## src/rtl/fetch_pkg.sv

```systemverilog
// fetch_pkg
// Shared definitions for the buffered instruction-fetch stage: the request
// tracking state encoding and the default values of the stage parameters.
package fetch_pkg;

    // Request tracking state:
    //   IDLE - no memory request outstanding
    //   WAIT - one request outstanding, its response will be enqueued
    //   DROP - one request outstanding, its response will be discarded
    typedef enum logic [1:0] {
        IDLE = 2'd0,
        WAIT = 2'd1,
        DROP = 2'd2
    } fetch_state_e;

    localparam int DEF_ADDR_W   = 16;
    localparam int DEF_INSTR_W  = 16;
    localparam int DEF_PC_INC   = 2;
    localparam int DEF_RESET_PC = 0;
    localparam int DEF_DEPTH    = 4;

endpackage

```

## src/rtl/fetch_fifo.sv

```systemverilog
// fetch_fifo
// Synchronous DEPTH-entry FIFO holding fetched {instruction, pc} entries.
// DEPTH must be a power of two (>= 2) so the pointers wrap naturally.
//
// Ports:
//   clk          in   rising-edge clock
//   rst          in   asynchronous active-high reset (empties the FIFO)
//   push_i       in   write push_data_i at the tail
//   push_data_i  in   entry to write
//   pop_i        in   remove the head entry (ignored when empty)
//   flush_i      in   discard all entries; dominates push and pop
//   head_valid_o out  FIFO holds at least one entry
//   head_data_o  out  head entry (meaningless while head_valid_o = 0)
//   count_o      out  number of stored entries (0..DEPTH)
module fetch_fifo #(
    parameter int DEPTH = 4,
    parameter int WIDTH = 32
) (
    input  logic                   clk,
    input  logic                   rst,
    input  logic                   push_i,
    input  logic [WIDTH-1:0]       push_data_i,
    input  logic                   pop_i,
    input  logic                   flush_i,
    output logic                   head_valid_o,
    output logic [WIDTH-1:0]       head_data_o,
    output logic [$clog2(DEPTH):0] count_o
);

    localparam int PTR_W = $clog2(DEPTH);
    localparam int CNT_W = PTR_W + 1;

    logic [WIDTH-1:0] mem_q [DEPTH];
    logic [PTR_W-1:0] rd_ptr_q, rd_ptr_d;
    logic [PTR_W-1:0] wr_ptr_q, wr_ptr_d;
    logic [CNT_W-1:0] count_q, count_d;
    logic             full;
    logic             do_push;
    logic             do_pop;

    assign full    = (count_q == CNT_W'(DEPTH));
    assign do_push = push_i & ~full & ~flush_i;
    assign do_pop  = pop_i & (count_q != '0) & ~flush_i;

    // Pointer and occupancy update; a simultaneous push and pop leaves the
    // count unchanged.
    always_comb begin
        rd_ptr_d = rd_ptr_q;
        wr_ptr_d = wr_ptr_q;
        count_d  = count_q;
        if (flush_i) begin
            rd_ptr_d = '0;
            wr_ptr_d = '0;
            count_d  = '0;
        end else begin
            if (do_push) begin
                wr_ptr_d = wr_ptr_q + PTR_W'(1);
            end
            if (do_pop) begin
                rd_ptr_d = rd_ptr_q + PTR_W'(1);
            end
            if (do_push && !do_pop) begin
                count_d = count_q + CNT_W'(1);
            end else if (!do_push && do_pop) begin
                count_d = count_q - CNT_W'(1);
            end
        end
    end

    always_ff @(posedge clk or posedge rst) begin
        if (rst) begin
            rd_ptr_q <= '0;
            wr_ptr_q <= '0;
            count_q  <= '0;
        end else begin
            rd_ptr_q <= rd_ptr_d;
            wr_ptr_q <= wr_ptr_d;
            count_q  <= count_d;
        end
    end

    // Storage needs no reset: entries are only visible once counted.
    always_ff @(posedge clk) begin
        if (do_push) begin
            mem_q[wr_ptr_q] <= push_data_i;
        end
    end

    assign head_valid_o = (count_q != '0);
    assign head_data_o  = mem_q[rd_ptr_q];
    assign count_o      = count_q;

    // The issue credit rule upstream must keep pushes away from a full FIFO.
    pushNotFull: assert property (@(posedge clk) disable iff (rst) !(push_i && full));

endmodule

```

## src/rtl/fetch_buf.sv

```systemverilog
// fetch_buf
// Buffered instruction-fetch stage. Keeps the PC, issues at most one request
// to instruction memory at a time, tags each response with the address it
// was fetched from and queues it towards decode. A redirect reloads the PC,
// flushes the queue and turns an outstanding request into one whose response
// is discarded.
//
// Ports:
//   clk, rst        clock (rising edge), asynchronous active-high reset
//   halt_df         stop issuing new fetches; queued entries still drain
//   redirect_valid  load redirect_pc into the PC and flush the queue
//   redirect_pc     redirect target address
//   imem_req_valid  request to instruction memory (combinational)
//   imem_req_ready  memory accepts the request
//   imem_addr       request address (current PC)
//   imem_rsp_valid  response valid, in order, at least one cycle after accept
//   imem_rsp_data   fetched instruction
//   instr_valid     queue head valid towards decode
//   instr_ready     decode consumes the head
//   instr_fd        head instruction
//   pc_fd           head instruction address
//   pcinc_fd        pc_fd + PC_INC (modulo 2^ADDR_W)
module fetch_buf
    import fetch_pkg::*;
#(
    parameter int ADDR_W   = DEF_ADDR_W,
    parameter int INSTR_W  = DEF_INSTR_W,
    parameter int PC_INC   = DEF_PC_INC,
    parameter int RESET_PC = DEF_RESET_PC,
    parameter int DEPTH    = DEF_DEPTH
) (
    input  logic               clk,
    input  logic               rst,
    input  logic               halt_df,
    input  logic               redirect_valid,
    input  logic [ADDR_W-1:0]  redirect_pc,
    output logic               imem_req_valid,
    input  logic               imem_req_ready,
    output logic [ADDR_W-1:0]  imem_addr,
    input  logic               imem_rsp_valid,
    input  logic [INSTR_W-1:0] imem_rsp_data,
    output logic               instr_valid,
    input  logic               instr_ready,
    output logic [INSTR_W-1:0] instr_fd,
    output logic [ADDR_W-1:0]  pc_fd,
    output logic [ADDR_W-1:0]  pcinc_fd
);

    localparam int CNT_W   = $clog2(DEPTH) + 1;
    localparam int ENTRY_W = INSTR_W + ADDR_W;
    localparam logic [ADDR_W-1:0] PC_STEP  = ADDR_W'(PC_INC);
    localparam logic [ADDR_W-1:0] PC_RESET = ADDR_W'(RESET_PC);

    fetch_state_e        state_q, state_d;
    logic [ADDR_W-1:0]   pc_q, pc_d;
    logic [ADDR_W-1:0]   pend_pc_q, pend_pc_d;

    logic                has_credit;
    logic                accept;
    logic                push;
    logic                pop;
    logic                head_valid;
    logic [ENTRY_W-1:0]  head_data;
    logic [CNT_W-1:0]    fifo_count;

    // A free queue slot is reserved for every issued request, so a response
    // can always be enqueued without back-pressuring memory.
    assign has_credit     = (fifo_count < CNT_W'(DEPTH));
    assign imem_req_valid = ~rst & (state_q == IDLE) & ~halt_df & ~redirect_valid & has_credit;
    assign imem_addr      = pc_q;
    assign accept         = imem_req_valid & imem_req_ready;
    assign pop            = head_valid & instr_ready;

    // Next-state logic. A redirect overrides everything else in the cycle:
    // any response arriving with it is discarded, and a request still in
    // flight is marked for dropping. If the in-flight response arrives in the
    // redirect cycle itself, nothing is left outstanding, hence IDLE.
    always_comb begin
        state_d   = state_q;
        pc_d      = pc_q;
        pend_pc_d = pend_pc_q;
        push      = 1'b0;

        case (state_q)
            IDLE: begin
                if (accept) begin
                    state_d   = WAIT;
                    pc_d      = pc_q + PC_STEP;
                    pend_pc_d = pc_q;
                end
            end
            WAIT: begin
                if (imem_rsp_valid) begin
                    push    = 1'b1;
                    state_d = IDLE;
                end
            end
            DROP: begin
                if (imem_rsp_valid) begin
                    state_d = IDLE;
                end
            end
            default: begin
                state_d = IDLE;
            end
        endcase

        if (redirect_valid) begin
            pc_d = redirect_pc;
            push = 1'b0;
            if (state_q != IDLE) begin
                state_d = imem_rsp_valid ? IDLE : DROP;
            end
        end
    end

    always_ff @(posedge clk or posedge rst) begin
        if (rst) begin
            state_q   <= IDLE;
            pc_q      <= PC_RESET;
            pend_pc_q <= PC_RESET;
        end else begin
            state_q   <= state_d;
            pc_q      <= pc_d;
            pend_pc_q <= pend_pc_d;
        end
    end

    fetch_fifo #(
        .DEPTH (DEPTH),
        .WIDTH (ENTRY_W)
    ) u_fifo (
        .clk          (clk),
        .rst          (rst),
        .push_i       (push),
        .push_data_i  ({imem_rsp_data, pend_pc_q}),
        .pop_i        (pop),
        .flush_i      (redirect_valid),
        .head_valid_o (head_valid),
        .head_data_o  (head_data),
        .count_o      (fifo_count)
    );

    assign instr_valid = head_valid;
    assign instr_fd    = head_data[ADDR_W +: INSTR_W];
    assign pc_fd       = head_data[ADDR_W-1:0];
    assign pcinc_fd    = pc_fd + PC_STEP;

endmodule

```

## config.mk

```make
export PLATFORM = sky130hd
export DESIGN_NAME = fetch_buf
export DESIGN_NICKNAME = d
export VERILOG_FILES = /design/src/rtl/fetch_pkg.sv /design/src/rtl/fetch_fifo.sv /design/src/rtl/fetch_buf.sv
export SDC_FILE = /design/constraint.sdc
export NUM_CORES = 1
export LEC_CHECK = 0
export CORE_ASPECT_RATIO = 2
export CORE_MARGIN = 2
export CORE_UTILIZATION = 50
export CTS_CLUSTER_SIZE = 30
export DETAILED_ROUTE_END_ITERATION = 7
export HOLD_SLACK_MARGIN = 0.15
export PLACE_DENSITY = 0.83
export SLEW_MARGIN = 5
export SYNTH_ARGS = -nofsm -noshare
export SYNTH_HDL_FRONTEND = slang
export SYNTH_SLANG_ARGS = --single-unit
```

## constraint.sdc

```tcl
create_clock -name clk -period 4.9 [get_ports clk]
set_input_delay 0.98 -clock clk [delete_from_list [all_inputs] [get_ports clk]]
set_output_delay 0.98 -clock clk [all_outputs]
set_load 0.1 [all_outputs]
```

==> impl_metrics.tcl <==
set metrics [dict create \
    p_sw_mw 2.403 \
    setup_viol 0 \
    min_path_type "flop to flop" \
    die_w_um 88.30 \
    p_int_mw 3.201 \
    avgSynthCellArea_sq_um 15.59 \
    yosys.area.top_type_share_pct 54.08 \
    drt-initial-drc-count 251 \
    antenna_left 0 \
    synth_common_cells "128 x edfxtp_1, 78 x nand2_1, 41 x dfrtp_1" \
    cp.required_ps 3920 \
    dp_hpwl_um 9686 \
    slew_viol_final 0 \
    first_pass_iters 6 \
    diodes 0 \
    fin_crit_sh_pct 85.02 \
    ys_ff_latch 169 \
    fmax_ghz 0.2400 \
    hold_viol 0 \
    grt_start_max_net_pins 42 \
    core-area_sq_um 13890 \
    die-area_sq_um 15240 \
    vdd_ir_drop_max_uv 320.1 \
    nets 614 \
    power.density_nw_per_um2 631.4 \
    antenna_found_initial 0 \
    vias_per_cell 5.570 \
    p_comb_share_pct 39.5 \
    gp_congestion 0.8047 \
    wirelength_um 14730 \
    ys_seq_area_share_pct 68.52 \
    utilization_pct 63.89 \
    drc_errors 0 \
    synth_edf_count 128 \
    outcome "finished clean" \
    pin_count 105 \
    clk-insertion-delay-late_ps 420 \
    relSlewSlack_pct 32.49 \
    drive_gt1_share_pct 22.32 \
    critPathLaunch "u_fifo.rd_ptr_q[0]" \
    rsz0062_at_grt "no" \
    worstReg2RegStart "state_q[1]" \
    fin_skew_ps 9.731 \
    syn_to_final_growth_pct 24.88 \
    crit_arrival_ps 3190 \
    clock-root-buffer "clkbuf_16" \
    leakage_nw 3.288 \
    timing.rr.end "u_fifo.mem_q[1][2]" \
    worstSetupStartpointType "flop" \
    postCtsSetupRepairBufs 0 \
    core.rowCount 61 \
    io_buffers 104 \
    path_class "flop to output port" \
    via_count 4272 \
    async_reset_ff_share_pct 24.26 \
    yosysMostFrequentCell "edfxtp_1" \
    yosysTopAreaCell "edfxtp_1" \
    grt_first_pass_wirelength_um 23090 \
    hold_depth 0 \
    synthTopCellsByArea "edfxtp_1 54%, dfrtp_1 14%, mux4_2 8.6%" \
    tightest_slew_ps 1007 \
    clk_path_buf_depth 2 \
    syn_inst 456 \
    die_height_um 172.6 \
    post_cts_resized 0 \
    maxCapViolCount 0 \
    crit_path_end_kind "output port" \
    track_usage_pct 20.17 \
    cts.clk_slew.worst_paths_ps 60 \
    reg2regPathDepth 6 \
    grt_pass1_vias 4511 \
    cts-buffers-inserted 17 \
    syn_area_sq_um 7107 \
    p_seq_share_pct 34.5 \
    synth_ff_type "edfxtp_1" \
    synth_fp_nets 505 \
    swShare_pct 42.87 \
    cts_num_sinks 169 \
    setup_tns_ps 0 \
    yosysUniqueCellTypes 53 \
    crit_end "pcinc_fd[15]" \
    grt_overflow 0 \
    finalCriticalPeriod_ps 4166 \
    cts_tree "yes" \
    synth_warnings 0 \
    clkPwrFrac_pct 26.0 \
    h-tree-depth 4 \
    initial_core_util_pct 51.16 \
    r2r_slack_ps 1940 \
    cp_max_fo 23 \
    cts_hold_buffers 0 \
    wire_per_inst_um 19.21 \
    fillers 1003 \
]
==> final cells by class <==
| type | instances | area (sq um) | share of cell area (%) |
|---|---|---|---|
| clock buffers | 21 | 514.2 | 5.794 |
| clock inverters | 11 | 152.6 | 1.720 |
| inverters | 13 | 48.80 | 0.5498 |
| multi-input cells | 251 | 2066 | 23.28 |
| flip-flops and latches | 169 | 4871 | 54.89 |
| well taps | 189 | 236.5 | 2.665 |
| repair buffers | 113 | 985.9 | 11.11 |
==> critical path, stage by stage (launching register included) <==
cell	delay, ps
dfrtp_2	840
mux4_1	750
ha_1	290
nand2_1	190
nand4b_1	250
xnor2_2	130
buf_4	310
==> worst min path at each step <==
stage | from | slack [ps] | endpoint
after floorplan | pend_pc_q[0] | 480 | u_fifo.mem_q[0][0]
after global placement | pend_pc_q[14] | 490 | u_fifo.mem_q[0][14]
after detailed placement | pend_pc_q[13] | 510 | u_fifo.mem_q[3][13]
after CTS | pend_pc_q[5] | 530 | u_fifo.mem_q[2][5]
after global routing | pend_pc_q[5] | 550 | u_fifo.mem_q[3][5]
final | pend_pc_q[5] | 530 | u_fifo.mem_q[2][5]
==> metrics by stage <==
step	area (sq um)	hold slack (ps)	instances	worst slack, ps	power, mW
after floorplan	7122	475.8	456	79.88	3.728
after global placement	8208	488.5	735	1208	4.119
after detailed placement	8208	507.0	735	1128	4.178
after CTS	8875	527.5	767	679.8	5.634
after global routing	8875	550.0	767	594.2	5.780
final	8875	526.8	767	734.0	5.604
==> registers in the layout, summed over array words and instances (netlist names) <==
| register | count |
|---|---|
| imem_addr | 16 |
| state_q | 2 |
| pend_pc_q | 16 |
| u_fifo.wr_ptr_q | 2 |
| u_fifo.count_o | 3 |
| u_fifo.rd_ptr_q | 2 |
| u_fifo.mem_q | 128 |
==> power by group through the flow <==
stage / logic, mW / clock network, mW / registers, mW
floorplan: 1.77 / 0 / 1.96
global placement: 2.19 / 0 / 1.93
detailed placement: 2.22 / 0 / 1.96
CTS: 2.23 / 1.47 / 1.93
global route: 2.29 / 1.53 / 1.96
finish: 2.21 / 1.46 / 1.93
==> layer usage <==
layer	GRT usage (%)	vias up	routed length [um]
li1	-	1940	-
met1	23.04	2191	5530
met2	36.56	119	8381
met3	4.010	22	522
met4	6.818	0	298
met5	0	-	0
==> placed cells by master, fill, tap and decap left out, types with 2 or more instances in the layout <==
cell type          n
clkdlybuf4s50_1   55
edfxtp_1         128
clkbuf_16         20
xnor2_2            2
a22oi_1            2
dfrtp_1           40
nand4b_1           2
clkinvlp_4         3
mux4_1             5
inv_6              2
inv_1             12
nor2_1            21
o21ai_0           17
clkinv_4           2
bufinv_16          3
nand4_1            3
nor2b_1            2
a32oi_1            2
and2_1             8
nand2_1           78
nor4_1             3
ha_1               9
and3_1             2
a211oi_1           2
xor2_1             5
buf_4             58
xnor2_1           10
a31oi_1            5
mux2i_1            3
nand3_1           11
o311ai_0           5
mux4_2            27
a221o_1            3
a21oi_1            4
==> cells by family (layout without fill, tap and decap cells) <==
kind of cell             Yosys count  after routing  synth area share (%)
buffers and inverters             36            158                 2.623
flip-flops                       169            169                 68.52
XOR/XNOR                          17             17                 2.095
AO/OA/AOI/OAI                     44             44                 4.067
multiplexers                      36             36                 10.99
adder cells (fa/ha/maj)           10             10                 1.866
AND/OR/NAND/NOR                  144            144                 9.842
Power figures use the tool's default switching activity.
